--- config.mk ---
export PLATFORM = sky130hd
export DESIGN_NAME = instr_prefetch_unit
export DESIGN_NICKNAME = d
export VERILOG_FILES = /design/src/rtl/instr_prefetch_unit.sv
export SDC_FILE = /design/constraint.sdc
export NUM_CORES = 1
export LEC_CHECK = 0
export ABC_CLOCK_PERIOD_IN_PS = 2740
export BUFFER_PORTS_ARGS = -buffer_cell sky130_fd_sc_hd__buf_4
export CAP_MARGIN = 5
export CORE_ASPECT_RATIO = 0.75
export CORE_MARGIN = 2
export CORE_UTILIZATION = 57
export CTS_CLUSTER_DIAMETER = 30
export DETAILED_ROUTE_END_ITERATION = 8
export GPL_TIMING_DRIVEN = 0
export PLACE_DENSITY = 0.79
export SETUP_SLACK_MARGIN = 0.3
export SYNTH_ARGS = -nofsm -noshare
export SYNTH_HDL_FRONTEND = slang
export SYNTH_SLANG_ARGS = --single-unit
export TNS_END_PERCENT = 20
--- constraint.sdc ---
create_clock -name clk -period 2.74 [get_ports clk]
set_input_delay 0.137 -clock clk [delete_from_list [all_inputs] [get_ports clk]]
set_output_delay 0.137 -clock clk [all_outputs]
set_load 0.005 [all_outputs]
--- src/rtl/instr_prefetch_unit.sv ---
// Fetch stage: streams program nibbles into a small FIFO and assembles opcode+operand instructions (1+len cycles after push).
// Fetch stalls when the FIFO would overfill; ins_valid holds until ins_ready. PREFETCH_HLT_STOP_EN stops fetch at HLT.
module instr_prefetch_unit #(
  parameter int WIDTH = 4,
  parameter int ADDRSIZE = 8,
  parameter int DEPTH = 4,
  parameter logic [ADDRSIZE-1:0] RST_PC = '0
) (
  input  logic                clk,
  input  logic                reset,
  output logic                mem_rd,
  output logic [ADDRSIZE-1:0] mem_addr,
  input  logic [WIDTH-1:0]    mem_rdata,
  input  logic                redirect_valid,
  input  logic [ADDRSIZE-1:0] redirect_pc,
  output logic                ins_valid,
  input  logic                ins_ready,
  output logic [WIDTH-1:0]    ins_op,
  output logic [ADDRSIZE-1:0] ins_opnd,
  output logic [1:0]          ins_len,
  output logic [ADDRSIZE-1:0] ins_pc
);

  localparam int PW = $clog2(DEPTH);
  localparam int CW = $clog2(DEPTH + 1);
  localparam logic [CW:0] DEPTH_C = (CW + 1)'(DEPTH);

  // Opcode encoding shared with the execute stage (HLT = 4'hF).
  localparam logic [WIDTH-1:0] OP_MVA = WIDTH'(7);
  localparam logic [WIDTH-1:0] OP_MVB = WIDTH'(8);
  localparam logic [WIDTH-1:0] OP_JMP = WIDTH'(9);
  localparam logic [WIDTH-1:0] OP_JZ  = WIDTH'(10);
  localparam logic [WIDTH-1:0] OP_JNZ = WIDTH'(11);

  typedef struct packed {
    logic [ADDRSIZE-1:0] pc;
    logic [WIDTH-1:0]    dat;
  } ent_t;

  typedef enum logic [2:0] {S_IDLE, S_OP, S_LO, S_HI, S_HOLD} state_t;

  state_t              state, state_nx;
  ent_t                fifo [DEPTH];
  ent_t                head;
  logic [PW-1:0]       wr_ptr, rd_ptr;
  logic [CW-1:0]       count;
  logic [CW:0]         occ;
  logic [ADDRSIZE-1:0] fetch_pc, infl_addr;
  logic                infl, push, pop, fifo_empty, halted, halt_set;
  logic [1:0]          head_len;

  function automatic logic [1:0] op_len(input logic [WIDTH-1:0] op);
    case (op)
      OP_MVA, OP_MVB:         return 2'd1;
      OP_JMP, OP_JZ, OP_JNZ:  return 2'd2;
      default:                return 2'd0;
    endcase
  endfunction

  assign head       = fifo[rd_ptr];
  assign head_len   = op_len(head.dat);
  assign fifo_empty = (count == '0);
  // In-flight read counts against capacity so its data always has a slot.
  assign occ        = {1'b0, count} + {{CW{1'b0}}, infl};
  assign mem_rd     = !reset && !redirect_valid && !halted && (occ < DEPTH_C);
  assign mem_addr   = reset ? '0 : fetch_pc;
  assign push       = infl && !redirect_valid && !halted;
  assign ins_valid  = (state == S_HOLD);

`ifdef PREFETCH_HLT_STOP_EN
  localparam logic [WIDTH-1:0] OP_HLT = WIDTH'(15);
  assign halt_set = pop && (state == S_IDLE || state == S_OP) && (head.dat == OP_HLT);
  always_ff @(posedge clk) begin
    if (reset || redirect_valid) halted <= 1'b0;
    else if (halt_set)           halted <= 1'b1;
  end
`else
  assign halt_set = 1'b0;
  assign halted   = 1'b0;
`endif

  always_ff @(posedge clk) begin
    if (push) fifo[wr_ptr] <= '{pc: infl_addr, dat: mem_rdata};
  end

  always_ff @(posedge clk) begin
    if (reset) begin
      fetch_pc  <= RST_PC;
      infl      <= 1'b0;
      infl_addr <= '0;
      wr_ptr    <= '0;
      rd_ptr    <= '0;
      count     <= '0;
    end else begin
      if (redirect_valid)  fetch_pc <= redirect_pc;
      else if (mem_rd)     fetch_pc <= fetch_pc + 1'b1;
      infl      <= mem_rd;
      infl_addr <= fetch_pc;
      if (redirect_valid || halt_set) begin
        wr_ptr <= '0;
        rd_ptr <= '0;
        count  <= '0;
      end else begin
        if (push) wr_ptr <= wr_ptr + 1'b1;
        if (pop)  rd_ptr <= rd_ptr + 1'b1;
        case ({push, pop})
          2'b10:   count <= count + 1'b1;
          2'b01:   count <= count - 1'b1;
          default: count <= count;
        endcase
      end
    end
  end

  always_comb begin
    state_nx = state;
    pop      = 1'b0;
    case (state)
      S_IDLE, S_OP: if (!fifo_empty) begin
        pop      = 1'b1;
        state_nx = (head_len == 2'd0) ? S_HOLD : S_LO;
      end
      S_LO: if (!fifo_empty) begin
        pop      = 1'b1;
        state_nx = (ins_len == 2'd2) ? S_HI : S_HOLD;
      end
      S_HI: if (!fifo_empty) begin
        pop      = 1'b1;
        state_nx = S_HOLD;
      end
      S_HOLD: if (ins_ready) state_nx = fifo_empty ? S_IDLE : S_OP;
      default: state_nx = S_IDLE;
    endcase
    if (redirect_valid) begin
      pop      = 1'b0;
      state_nx = S_IDLE;
    end
  end

  always_ff @(posedge clk) begin
    if (reset) begin
      state    <= S_IDLE;
      ins_op   <= '0;
      ins_opnd <= '0;
      ins_len  <= '0;
      ins_pc   <= '0;
    end else begin
      state <= state_nx;
      if (pop) begin
        case (state)
          S_IDLE, S_OP: begin
            ins_op   <= head.dat;
            ins_pc   <= head.pc;
            ins_len  <= head_len;
            ins_opnd <= '0;
          end
          S_LO:    ins_opnd[0 +: WIDTH]     <= head.dat;
          S_HI:    ins_opnd[WIDTH +: WIDTH] <= head.dat;
          default: ;
        endcase
      end
    end
  end

endmodule

==> summary.md <==
| Metric | Value |
|---|---|
| Result of the run | `complete, no violations` |
| GRT Total Usage | `21.38%` |
| Number of vias in the routed layout | `2,609` |
| Pwr Density | `602.1 mW/mm^2` |
| Critical path endpoint category | `flop` |
| Worst max-slew margin expressed relative to the limit | `48.13%` |
| Critical path class | `flop to flop` |
| Number of antenna violations at the first check in global routing | `0` |
| Via count of the first global-routing pass | `2,495` |
| Fraction of layout instances using a drive strength above 1 | `20.53%` |
| Synth area leaders | `edfxtp_1, dfxtp_1, mux4_1, a21oi_1, nand2_1` |
| Total half-perimeter wirelength after legalization and detailed placement | `5.306 mm` |
| Area of the die | `0.007469 mm^2` |
| Wire length of the first global-routing pass | `11.86 mm` |
| Register area share after synthesis | `63.65%` |
| Later-pin clock latency in the skew report | `0.35 ns` |
| Worst-path clk slew | `0.08 ns` |
| Clock net sink count | `99` |
| Number of top-level design ports | `48` |
| Sort of element at the start of the critical path | `flop` |
| Routed wire length per instance | `16.11 um` |
| Leak Pwr | `1.695 nW` |
| Max-Cap Viols | `0` |
| Setup-failing EPs final | `0` |
| Fin Clk Skew | `0.008586 ns` |
| Top FF cell, synth | `dfxtp_1` |
| Pre-CTS setup slack | `0.3931 ns` |
| DRC Markers | `0` |
| Share of the cycle needed by the critical path after routing | `83.66%` |
| Cells after Synth | `313` |
| Number of port buffers | `47` |
| Master cell of the clock root buffer | `clkbuf_8` |
| Final antenna-violating net count | `0` |
| Total clock buffers created by CTS | `9` |
| Critical Path Stages | `9` |
| Critical path buffer and inverter count | `3` |
| Cell with the most instances after synthesis | `dfxtp_1` |
| Post-Synthesis Cell Area | `0.003869 mm^2` |
| Count of standard-cell rows | `25` |
| Pins over their slew limit | `0` |
| Floorplan die width | `99.13 um` |
| Worst path max stage delay | `0.37 ns` |
| Fillers | `435` |
| Yosys warning total | `0` |
| Number of instances on the worst hold path | `3` |
| Detailed Route Iter0 Violations | `150` |
| Proportion of register bits with asynchronous set or reset after synthesis | `0%` |
| Max Clk Rate | `436.2 MHz` |
| Worst-margin pin slew | `0.7709 ns` |
| Critical path cell sequence | `clkbuf_1 > nor3_2 > buf_4 > ha_1 > inv_1 > fa_1 > xor2_1 > or3_1 > a21oi_1` |
| Critical-path cell with the highest stage delay | `fa_1` |
| Number of synthesized register bits | `99` |
| Yosys top cell by area | `edfxtp_1` |
| Buffers inserted during post-CTS setup optimization | `0` |
| Post-layout min period | `2.292 ns` |
| Number of antenna cells inserted | `0` |
| Chip height | `75.35 um` |
| Layout area overhead | `19.15%` |
| Nets | `398` |
| Ranking of synthesized cells by instance count | `dfxtp_1, edfxtp_1, nand2_1, a21oi_1, nor2_1` |
| Last weighted congestion value of the routability-driven placer | `0.8453` |
| Routed Wire Length | `7.425 mm` |
| Hold violation total from the final report | `0` |
| Clock tree from TritonCTS | `built` |
| Setup TNS Final | `0 ns` |
| Arrival time of the worst setup path | `2.57 ns` |
| Register-to-Register Path Depth | `9` |
| Per-instance average area after synthesis | `12.36 um^2` |
| RSZ-0062 raised after global routing | `false` |
| Syn_nets | `336` |
| Hold Path Class | `input port to flop` |
| # H-tree levels | `3` |
| Worst path required time | `3.02 ns` |
| Worst vdd ir | `0.0003112 V` |
| Area share of the largest cell type after synthesis | `37.26%` |
| Maximum root-to-sink buffer count | `2` |
| Initial core utilization | `60.04%` |
| Largest net degree at the start of global routing | `17` |
| Mean number of vias per cell | `5.659` |
| Maximum fanout along the worst path | `10` |
| Delay-heaviest family, CP | `simple AND/OR/NAND/NOR gates` |
| Global route total overflow | `0` |
| Post-route worst setup slack | `0.4477 ns` |
| Number of flops mapped to enable cells by yosys | `48` |
| Cell area reported after detailed placement | `0.004323 mm^2` |
| Drt first pass iters | `5` |
| Placeable core area | `0.006444 mm^2` |
| Yosys cell types | `42` |
| Final std cell area, no fill | `0.004609 mm^2` |
==> metrics by stage <==
stage	std cells	utilization, %	hold WS, ns	power, mW
global placement	441	67.09	0.3460	1.744
floorplan	313	-	0.2359	1.689
global route	461	71.53	0.02798	2.869
finish	461	71.53	0.02071	2.775
CTS	461	71.32	0.007994	2.790
detailed placement	441	67.09	0.3457	1.749
==> sequential cells by signal, summed over array words and instances (netlist names), named ones only <==
signal     count
fetch_pc       8
state          3
count          3
infl           1
fifo          48
infl_addr      8
ins_op         4
rd_ptr         2
ins_len        2
wr_ptr         2
ins_pc         8
ins_opnd       8
==> cells by family after synthesis <==
| group | share of synthesized area [%] |
|---|---|
| adder cells (fa/ha/maj) | 2.458 |
| XOR/XNOR | 1.132 |
| buffers and inverters | 3.234 |
| AO/OA/AOI/OAI | 7.730 |
| multiplexers | 8.571 |
| flip-flops | 63.65 |
| AND/OR/NAND/NOR | 13.23 |
==> layout make-up <==
cell class / count / area [um^2] / area share (%)
Clock inverter: 6 / 105.1 / 2.280
Clock buffer: 10 / 127.6 / 2.769
Buffer: 15 / 73.82 / 1.602
Inverter: 14 / 53.80 / 1.167
Tap cell: 81 / 101.3 / 2.199
Multi-Input combinational cell: 185 / 1291 / 28.01
Sequential cell: 99 / 2464 / 53.45
Timing Repair Buffer: 51 / 392.9 / 8.523
==> worst reg2reg max path: stages, from the launching register on <==
cell	delay, ns
dfxtp_1	0.30
clkbuf_1	0.19
nor3_2	0.25
buf_4	0.22
ha_1	0.19
inv_1	0.06
fa_1	0.37
xor2_1	0.18
or3_1	0.31
a21oi_1	0.15
==> cell usage in the layout (no fill, tap or decap), drive strengths merged, types with 9 or more instances in the layout <==
cell type,count
mux4,12
a21oi,29
nand2,37
clkbuf,18
buf,54
edfxtp,48
nor2,28
dfxtp,51
inv,13
o21ai,9
==> worst paths after layout <==
kind / from / endpoint / slack (ns)
worst min register to register: ins_op[1]$_SDFFE_PP0P_ / ins_op[1]$_SDFFE_PP0P_ / 0.46
worst min-delay path: redirect_pc[1] / fetch_pc[1]$_SDFFE_PP0P_ / 0.02
worst max-delay path: state[2]$_SDFFE_PN0P_ / count[2]$_SDFFE_PN0P_ / 0.45
worst max register to register: state[2]$_SDFFE_PN0P_ / count[2]$_SDFFE_PN0P_ / 0.45
==> layer usage <==
metal	part of all wire [%]	global-route usage, %	vias to the layer above
li1	-	-	1255
met1	46	27.54	1241
met2	46	35.14	103
met3	6.5	7.156	10
met4	1.4	7.154	0
met5	0	0	-
==> timing repair <==
action,4_1_cts,5_1_grt
setup endpoints to repair,0,2
endpoints found under the hold margin,16,0
hold buffers,4,0
gates resized for setup,0,5
==> where the power goes <==
group / total (mW) / switching, mW / internal, mW
registers: 1.59 / 0.0179 / 1.57
logic: 0.134 / 0.0736 / 0.0607
clock network: 1.05 / 0.453 / 0.600
No activity file was read; power rests on OpenSTA's default activity.
